### config.mk
export PLATFORM = sky130hd
export DESIGN_NAME = lsu_ctrl
export DESIGN_NICKNAME = d
export VERILOG_FILES = /design/src/rtl/lsu_ctrl.sv
export SDC_FILE = /design/constraint.sdc
export NUM_CORES = 1
export LEC_CHECK = 0
export ABC_CLOCK_PERIOD_IN_PS = 9100
export CAP_MARGIN = 0
export CORE_UTILIZATION = 55
export DETAILED_ROUTE_END_ITERATION = 16
export PLACE_DENSITY = 0.86
export SLEW_MARGIN = 20
export SYNTH_ARGS = -nofsm -noshare
export SYNTH_HDL_FRONTEND = slang
export SYNTH_SLANG_ARGS = --single-unit
### constraint.sdc
create_clock -name clk -period 9.1 [get_ports clk]
set_input_delay 1.82 -clock clk [delete_from_list [all_inputs] [get_ports clk]]
set_output_delay 1.82 -clock clk [all_outputs]
set_load 0.02 [all_outputs]
### src/rtl/lsu_ctrl.sv
// lsu_ctrl: RV32I load/store initiator for a byte-masked, word-addressed, combinational-read memory.
// Define LSU_MISALIGN_SPLIT_EN to execute word-crossing accesses as two memory cycles.
module lsu_ctrl #(
    parameter int unsigned ADDR_W = 8
) (
    input  logic              clk,
    input  logic              rst,
    input  logic              req_valid,
    output logic              req_ready,
    input  logic              req_we,
    input  logic [2:0]        req_funct3,
    input  logic [31:0]       req_addr,
    input  logic [31:0]       req_wdata,
    output logic              rsp_valid,
    output logic [31:0]       rsp_rdata,
    output logic              rsp_err,
    output logic              mem_en,
    output logic [ADDR_W-1:0] mem_addr,
    output logic [31:0]       mem_wdata,
    output logic [3:0]        mem_mask,
    input  logic [31:0]       mem_rdata
);
    localparam int unsigned BA_W = ADDR_W + 2;

    typedef enum logic [1:0] {IDLE, ACC0, ACC1, RESP} state_t;

    state_t            state_q, state_d;
    logic              we_q, we_d;
    logic [2:0]        f3_q, f3_d;
    logic [BA_W-1:0]   addr_q, addr_d;
    logic [31:0]       wdata_q, wdata_d;
    logic [31:0]       buf0_q, buf0_d;
    logic              rdy_q, rdy_d;
    logic              rsp_valid_q, rsp_valid_d;
    logic [31:0]       rsp_rdata_q, rsp_rdata_d;
    logic              rsp_err_q, rsp_err_d;
    logic              mem_en_q, mem_en_d;
    logic [ADDR_W-1:0] mem_addr_q, mem_addr_d;
    logic [31:0]       mem_wdata_q, mem_wdata_d;
    logic [3:0]        mem_mask_q, mem_mask_d;

    logic              src_we;
    logic [2:0]        src_f3;
    logic [BA_W-1:0]   src_addr;
    logic [31:0]       src_wdata;
    logic [1:0]        off_c;
    logic [2:0]        size_c;
    logic [3:0]        smask_c;
    logic              legal_c, misalign_c, bad_c, split_c;
    logic [ADDR_W-1:0] word0_c;
    logic [63:0]       lane64_c;
    logic [7:0]        bm8_c;
    logic [5:0]        sh_c;
    logic              unused_addr_hi;

    assign unused_addr_hi = ^req_addr[31:BA_W];

    // Decode the live request while IDLE (for the ACC0 setup), the captured copy afterwards
    assign src_we    = (state_q == IDLE) ? req_we               : we_q;
    assign src_f3    = (state_q == IDLE) ? req_funct3           : f3_q;
    assign src_addr  = (state_q == IDLE) ? req_addr[BA_W-1:0]   : addr_q;
    assign src_wdata = (state_q == IDLE) ? req_wdata            : wdata_q;

    assign off_c    = src_addr[1:0];
    assign word0_c  = src_addr[BA_W-1:2];
    assign sh_c     = {1'b0, off_c, 3'b000};
    assign lane64_c = {32'b0, src_wdata} << sh_c;
    assign bm8_c    = {4'b0, smask_c} << off_c;

    always_comb begin
        size_c  = 3'd4;
        smask_c = 4'b1111;
        case (src_f3[1:0])
            2'b00:   begin size_c = 3'd1; smask_c = 4'b0001; end
            2'b01:   begin size_c = 3'd2; smask_c = 4'b0011; end
            default: begin size_c = 3'd4; smask_c = 4'b1111; end
        endcase
    end

    always_comb begin
        legal_c = 1'b0;
        case (src_f3)
            3'b000, 3'b001, 3'b010: legal_c = 1'b1;
            3'b100, 3'b101:         legal_c = !src_we;
            default:                legal_c = 1'b0;
        endcase
    end

`ifdef LSU_MISALIGN_SPLIT_EN
    assign misalign_c = 1'b0;
    assign split_c    = !bad_c && (({1'b0, off_c} + size_c) > 3'd4);
`else
    assign misalign_c = ((src_f3[1:0] == 2'b01) && off_c[0]) ||
                        ((src_f3[1:0] == 2'b10) && (off_c != 2'b00));
    assign split_c    = 1'b0;
`endif
    assign bad_c = !legal_c || misalign_c;

    function automatic logic [31:0] extend(input logic [2:0] f3, input logic [31:0] raw);
        case (f3)
            3'b000:  extend = {{24{raw[7]}}, raw[7:0]};
            3'b001:  extend = {{16{raw[15]}}, raw[15:0]};
            3'b100:  extend = {24'b0, raw[7:0]};
            3'b101:  extend = {16'b0, raw[15:0]};
            default: extend = raw;
        endcase
    endfunction

    always_comb begin
        state_d     = state_q;
        we_d        = we_q;
        f3_d        = f3_q;
        addr_d      = addr_q;
        wdata_d     = wdata_q;
        buf0_d      = buf0_q;
        rsp_valid_d = 1'b0;
        rsp_rdata_d = 32'b0;
        rsp_err_d   = 1'b0;
        mem_en_d    = 1'b0;
        mem_addr_d  = '0;
        mem_wdata_d = 32'b0;
        mem_mask_d  = 4'b0;
        case (state_q)
            IDLE: begin
                if (req_valid) begin
                    we_d    = req_we;
                    f3_d    = req_funct3;
                    addr_d  = req_addr[BA_W-1:0];
                    wdata_d = req_wdata;
                    state_d = ACC0;
                    if (!bad_c) begin
                        mem_en_d    = req_we;
                        mem_addr_d  = word0_c;
                        mem_wdata_d = lane64_c[31:0];
                        mem_mask_d  = bm8_c[3:0];
                    end
                end
            end
            ACC0: begin
                buf0_d = mem_rdata;
                if (split_c) begin
                    state_d     = ACC1;
                    mem_en_d    = we_q;
                    mem_addr_d  = word0_c + ADDR_W'(1);
                    mem_wdata_d = lane64_c[63:32];
                    mem_mask_d  = bm8_c[7:4];
                end else begin
                    state_d     = RESP;
                    rsp_valid_d = 1'b1;
                    rsp_err_d   = bad_c;
                    if (!bad_c && !we_q)
                        rsp_rdata_d = extend(f3_q, 32'(mem_rdata >> sh_c));
                end
            end
            ACC1: begin
                state_d     = RESP;
                rsp_valid_d = 1'b1;
                if (!we_q)
                    rsp_rdata_d = extend(f3_q, 32'({mem_rdata, buf0_q} >> sh_c));
            end
            default: state_d = IDLE;
        endcase
        rdy_d = (state_d == IDLE);
    end

    always_ff @(posedge clk or posedge rst) begin
        if (rst) begin
            state_q     <= IDLE;
            we_q        <= 1'b0;
            f3_q        <= 3'b0;
            addr_q      <= '0;
            wdata_q     <= 32'b0;
            buf0_q      <= 32'b0;
            rdy_q       <= 1'b1;
            rsp_valid_q <= 1'b0;
            rsp_rdata_q <= 32'b0;
            rsp_err_q   <= 1'b0;
            mem_en_q    <= 1'b0;
            mem_addr_q  <= '0;
            mem_wdata_q <= 32'b0;
            mem_mask_q  <= 4'b0;
        end else begin
            state_q     <= state_d;
            we_q        <= we_d;
            f3_q        <= f3_d;
            addr_q      <= addr_d;
            wdata_q     <= wdata_d;
            buf0_q      <= buf0_d;
            rdy_q       <= rdy_d;
            rsp_valid_q <= rsp_valid_d;
            rsp_rdata_q <= rsp_rdata_d;
            rsp_err_q   <= rsp_err_d;
            mem_en_q    <= mem_en_d;
            mem_addr_q  <= mem_addr_d;
            mem_wdata_q <= mem_wdata_d;
            mem_mask_q  <= mem_mask_d;
        end
    end

    assign req_ready = rdy_q;
    assign rsp_valid = rsp_valid_q;
    assign rsp_rdata = rsp_rdata_q;
    assign rsp_err   = rsp_err_q;
    assign mem_en    = mem_en_q;
    assign mem_addr  = mem_addr_q;
    assign mem_wdata = mem_wdata_q;
    assign mem_mask  = mem_mask_q;

endmodule

==> flow_summary.ini <==
[yosys]
synth_simple_gate_area_share_pct = 19.79
ys_seq_area_share_pct = 47.11
syn_area_um2 = 8023
syn_avg_cell_area_um2 = 9.427
synth_cells = 851
synth_edf_count = 0
ys_seq_elements = 151
syn_nets = 958
ys_types = 43
synth_top_family_by_area = simple AND/OR/NAND/NOR gates
synth_xor_area_share_pct = 0
async_flop_share_pct = 100.0
synth-main-ff-cell = dfrtp_1
synth_compound_area_share_pct = 14.96
yosys_warnings = 0
synth_fa_ha_area_share_pct = 0.6238
synthMuxAreaShare_pct = 13.44

[power]
combPwrFrac_pct = 52.9
p_sw_mw = 1.603
seq_power_share_pct = 28.1
pwr-share-clk_pct = 19.0
powerDensity_nw_per_um2 = 364.8
vdd_drop_max_v = 0.0002397
switching_share_pct = 42.88
p_total_mw = 3.737
power.leakage_nw = 4.651
internal-power_mw = 2.135

[worst_hold_path]
min_path_cells = 2
min_path_type = register to register

[cts]
cts.clk_slew.worst_paths_ns = 0.06
cts.path.max_buffers = 2
insertion_delay_ns = 0.43
post_cts_buffers = 0
cts_sinks = 151
root_buffer = clkbuf_16
ctsResizeCount = 0
cts_hold_buf = 0
numCtsBuffers = 17
cts_max_level = 4
cts_tree = built

[timing]
finalSetupViolations = 0
slew_violations = 0
period_needed_ns = 4.946
rsz0062_at_grt = no
min_period_over_period_pct = 54.35
relSlewSlack_pct = 27.37
tightest_slew_ns = 1.086
setup_tns_ns = 0
max_freq_mhz = 202.2
skew_ns = 0.007394
hold_violations = 0

[drt]
routed_wl_um = 21750
vias = 6987
routedWlPerCell_um = 18.70
route.met3.wl_um = 2200
drc = 0
met1_length_um = 9353
routed_via_density = 6.008
initialDrtViolationCount = 806
route.met2.wl_um = 9661
drt_first_pass_iters = 6
top_layer = met4
ant_nets = 0

[floorplanning]
coreArea_um2 = 14040
die_w_um = 122.8
rows = 43
io_pins = 183
start_util_pct = 57.13
die-area_um2 = 15070
die-height_um = 122.8

[placed_design]
io_buffers = 160
place_hpwl_um = 14080
gp_congestion = 0.8753

[worst_setup_path]
cpPeakStageDelay_ns = 0.81
r2r_end = rsp_rdata[30]$_DFF_PP0_
worst-path-stages = 8
r2r-start = rsp_valid$_DFF_PP0_
critPathLaunchType = input pin
cp.required_ns = 9.44
path_class = input pin to register
path_cells = clkdlybuf4s50_1, buf_4, mux2_4, a21boi_0, o21a_2, nand2_2, o32ai_4, a221o_1
cp_slowest_cell = o32ai_4
r2r_cells = 10
crit_end = rsp_rdata[30]$_DFF_PP0_
crit_arrival_ns = 5.28
r2r_slack_ns = 4.65
worst-path-max-fanout = 60
path_buf_inv = 2
critical-path-top-delay-family = compound AO/OA/AOI/OAI gates
crit_start = req_addr[0]
cp-end-kind = register

[final_layout]
nets = 1079
fill_cells = 981
final_util_pct = 72.97
area_growth_pct = 27.71
insertedDiodeCount = 0
drive_above_1_share_pct = 10.27

[grt]
grt_pass1_wl_um = 33980
antenna_found_initial = 0
gr-total-overflow = 0
grt_pass1_vias = 6357
grt.total_usage_pct = 29.91
grt_max_degree = 90

[run]
max_cap_viol_count = 0

[run_status]
status = complete, no violations
-- worst min path at each step --
stage / startpoint / to
2_1_floorplan: wdata_q[24]$_DFFE_PP0P_ / wdata_q[24]$_DFFE_PP0P_
3_3_place_gp: wdata_q[26]$_DFFE_PP0P_ / wdata_q[26]$_DFFE_PP0P_
3_5_place_dp: wdata_q[24]$_DFFE_PP0P_ / wdata_q[24]$_DFFE_PP0P_
4_1_cts: wdata_q[24]$_DFFE_PP0P_ / wdata_q[24]$_DFFE_PP0P_
5_1_grt: wdata_q[31]$_DFFE_PP0P_ / wdata_q[31]$_DFFE_PP0P_
6_report: wdata_q[27]$_DFFE_PP0P_ / wdata_q[27]$_DFFE_PP0P_
-- cell type report --
| type | instances | area [µm²] | share of cell area (%) |
|---|---|---|---|
| multi-input cells | 624 | 3931 | 38.37 |
| repair buffers | 171 | 1684 | 16.44 |
| clock buffers | 18 | 439.2 | 4.286 |
| well taps | 180 | 225.2 | 2.198 |
| clock inverters | 12 | 155.1 | 1.514 |
| inverters | 7 | 31.28 | 0.3053 |
| flip-flops and latches | 151 | 3780 | 36.89 |
-- worst reg2reg max path, delay by kind of cell (launching register included) --
kind / cells / cell delay, ns
AOI/OAI and AO/OA: 3 / 1.41
adders and majority gates: 1 / 0.16
buffers and inverters: 3 / 1.09
DFF: 1 / 0.42
muxes: 1 / 0.69
and+or+nand+nor: 2 / 0.60
-- synth_stat cells (11+ instances only) --
cell type  instances  area [µm²]
a221o_1           16       160.2
nor2_1            35       131.4
a21oi_1           51       255.2
nor2b_1           35       219.0
buf_1             11       41.29
o21a_1            16       120.1
a211oi_1          48       360.4
clkbuf_1          44       165.2
nand3_1           17       85.08
nand2_1          224       840.8
and3_1            38       237.7
mux2i_1           50       500.5
mux2_2            42       473.0
dfrtp_1          150        3754
-- sequential cells by signal, summed over array words and instances, names as in the netlist --
register and count:
rsp_rdata 32, mem_mask 4, buf0_q 32, mem_wdata 32, req_ready 1, we_q 1
rsp_err 1, state_q 1, rsp_valid 1, wdata_q 32, mem_en 1, f3_q 3
mem_addr 8, addr_q 2
-- layer usage --
metal / GRT usage (%) / vias up
li1: - / 3206
met1: 43.01 / 3304
met2: 43.22 / 422
met3: 7.853 / 55
met4: 11.20 / 0
met5: 0 / -
-- metrics by stage --
stage	cells	area (µm²)	hold slack, ns	setup slack (ns)
after floorplan	851	8023	0.4379	3.217
after global placement	1133	9652	0.4507	3.884
after detailed placement	1133	9652	0.4546	3.854
after CTS	1163	10250	0.4691	4.289
after global routing	1163	10250	0.4846	3.950
final	1163	10250	0.4634	4.154
-- logic make-up after synthesis --
logic type / count (synthesis)
muxes: 97
and+or+nand+nor: 358
adders and majority gates: 4
AOI/OAI and AO/OA: 165
buffers and inverters: 76
DFF: 151
-- cell usage in the layout (no fill, tap or decap), types with 2 or more instances in the layout --
cell | synthesis | layout
o211ai_1 | 2 | 2
clkinv_4 | 0 | 2
ha_1 | 4 | 3
nand3_1 | 17 | 17
buf_4 | 2 | 11
bufinv_16 | 0 | 3
clkinvlp_4 | 0 | 5
a31oi_1 | 5 | 5
clkdlybuf4s50_1 | 0 | 160
dfrtp_1 | 150 | 150
o21a_1 | 16 | 16
and2_1 | 2 | 2
and3_1 | 38 | 38
mux2i_1 | 50 | 49
nor2b_1 | 35 | 35
a21oi_1 | 51 | 51
a311oi_1 | 7 | 7
o2bb2ai_1 | 7 | 7
mux4_2 | 2 | 2
mux2i_4 | 2 | 3
mux2_2 | 42 | 42
nor2_1 | 35 | 35
a211oi_1 | 48 | 48
clkinv_2 | 0 | 2
nand2_1 | 224 | 224
o21ai_0 | 6 | 6
inv_1 | 7 | 6
a221o_1 | 16 | 16
clkbuf_16 | 0 | 17
-- power groups by stage --
stage | sequential [mW] | clock, mW | combinational (mW)
final | 1.05 | 0.709 | 1.98
after detailed placement | 1.06 | 0 | 1.93
after floorplan | 1.11 | 0 | 1.35
after global routing | 1.08 | 0.743 | 2.13
after CTS | 1.05 | 0.712 | 1.94
after global placement | 1.05 | 0 | 1.88
Power figures use the tool's default switching activity.
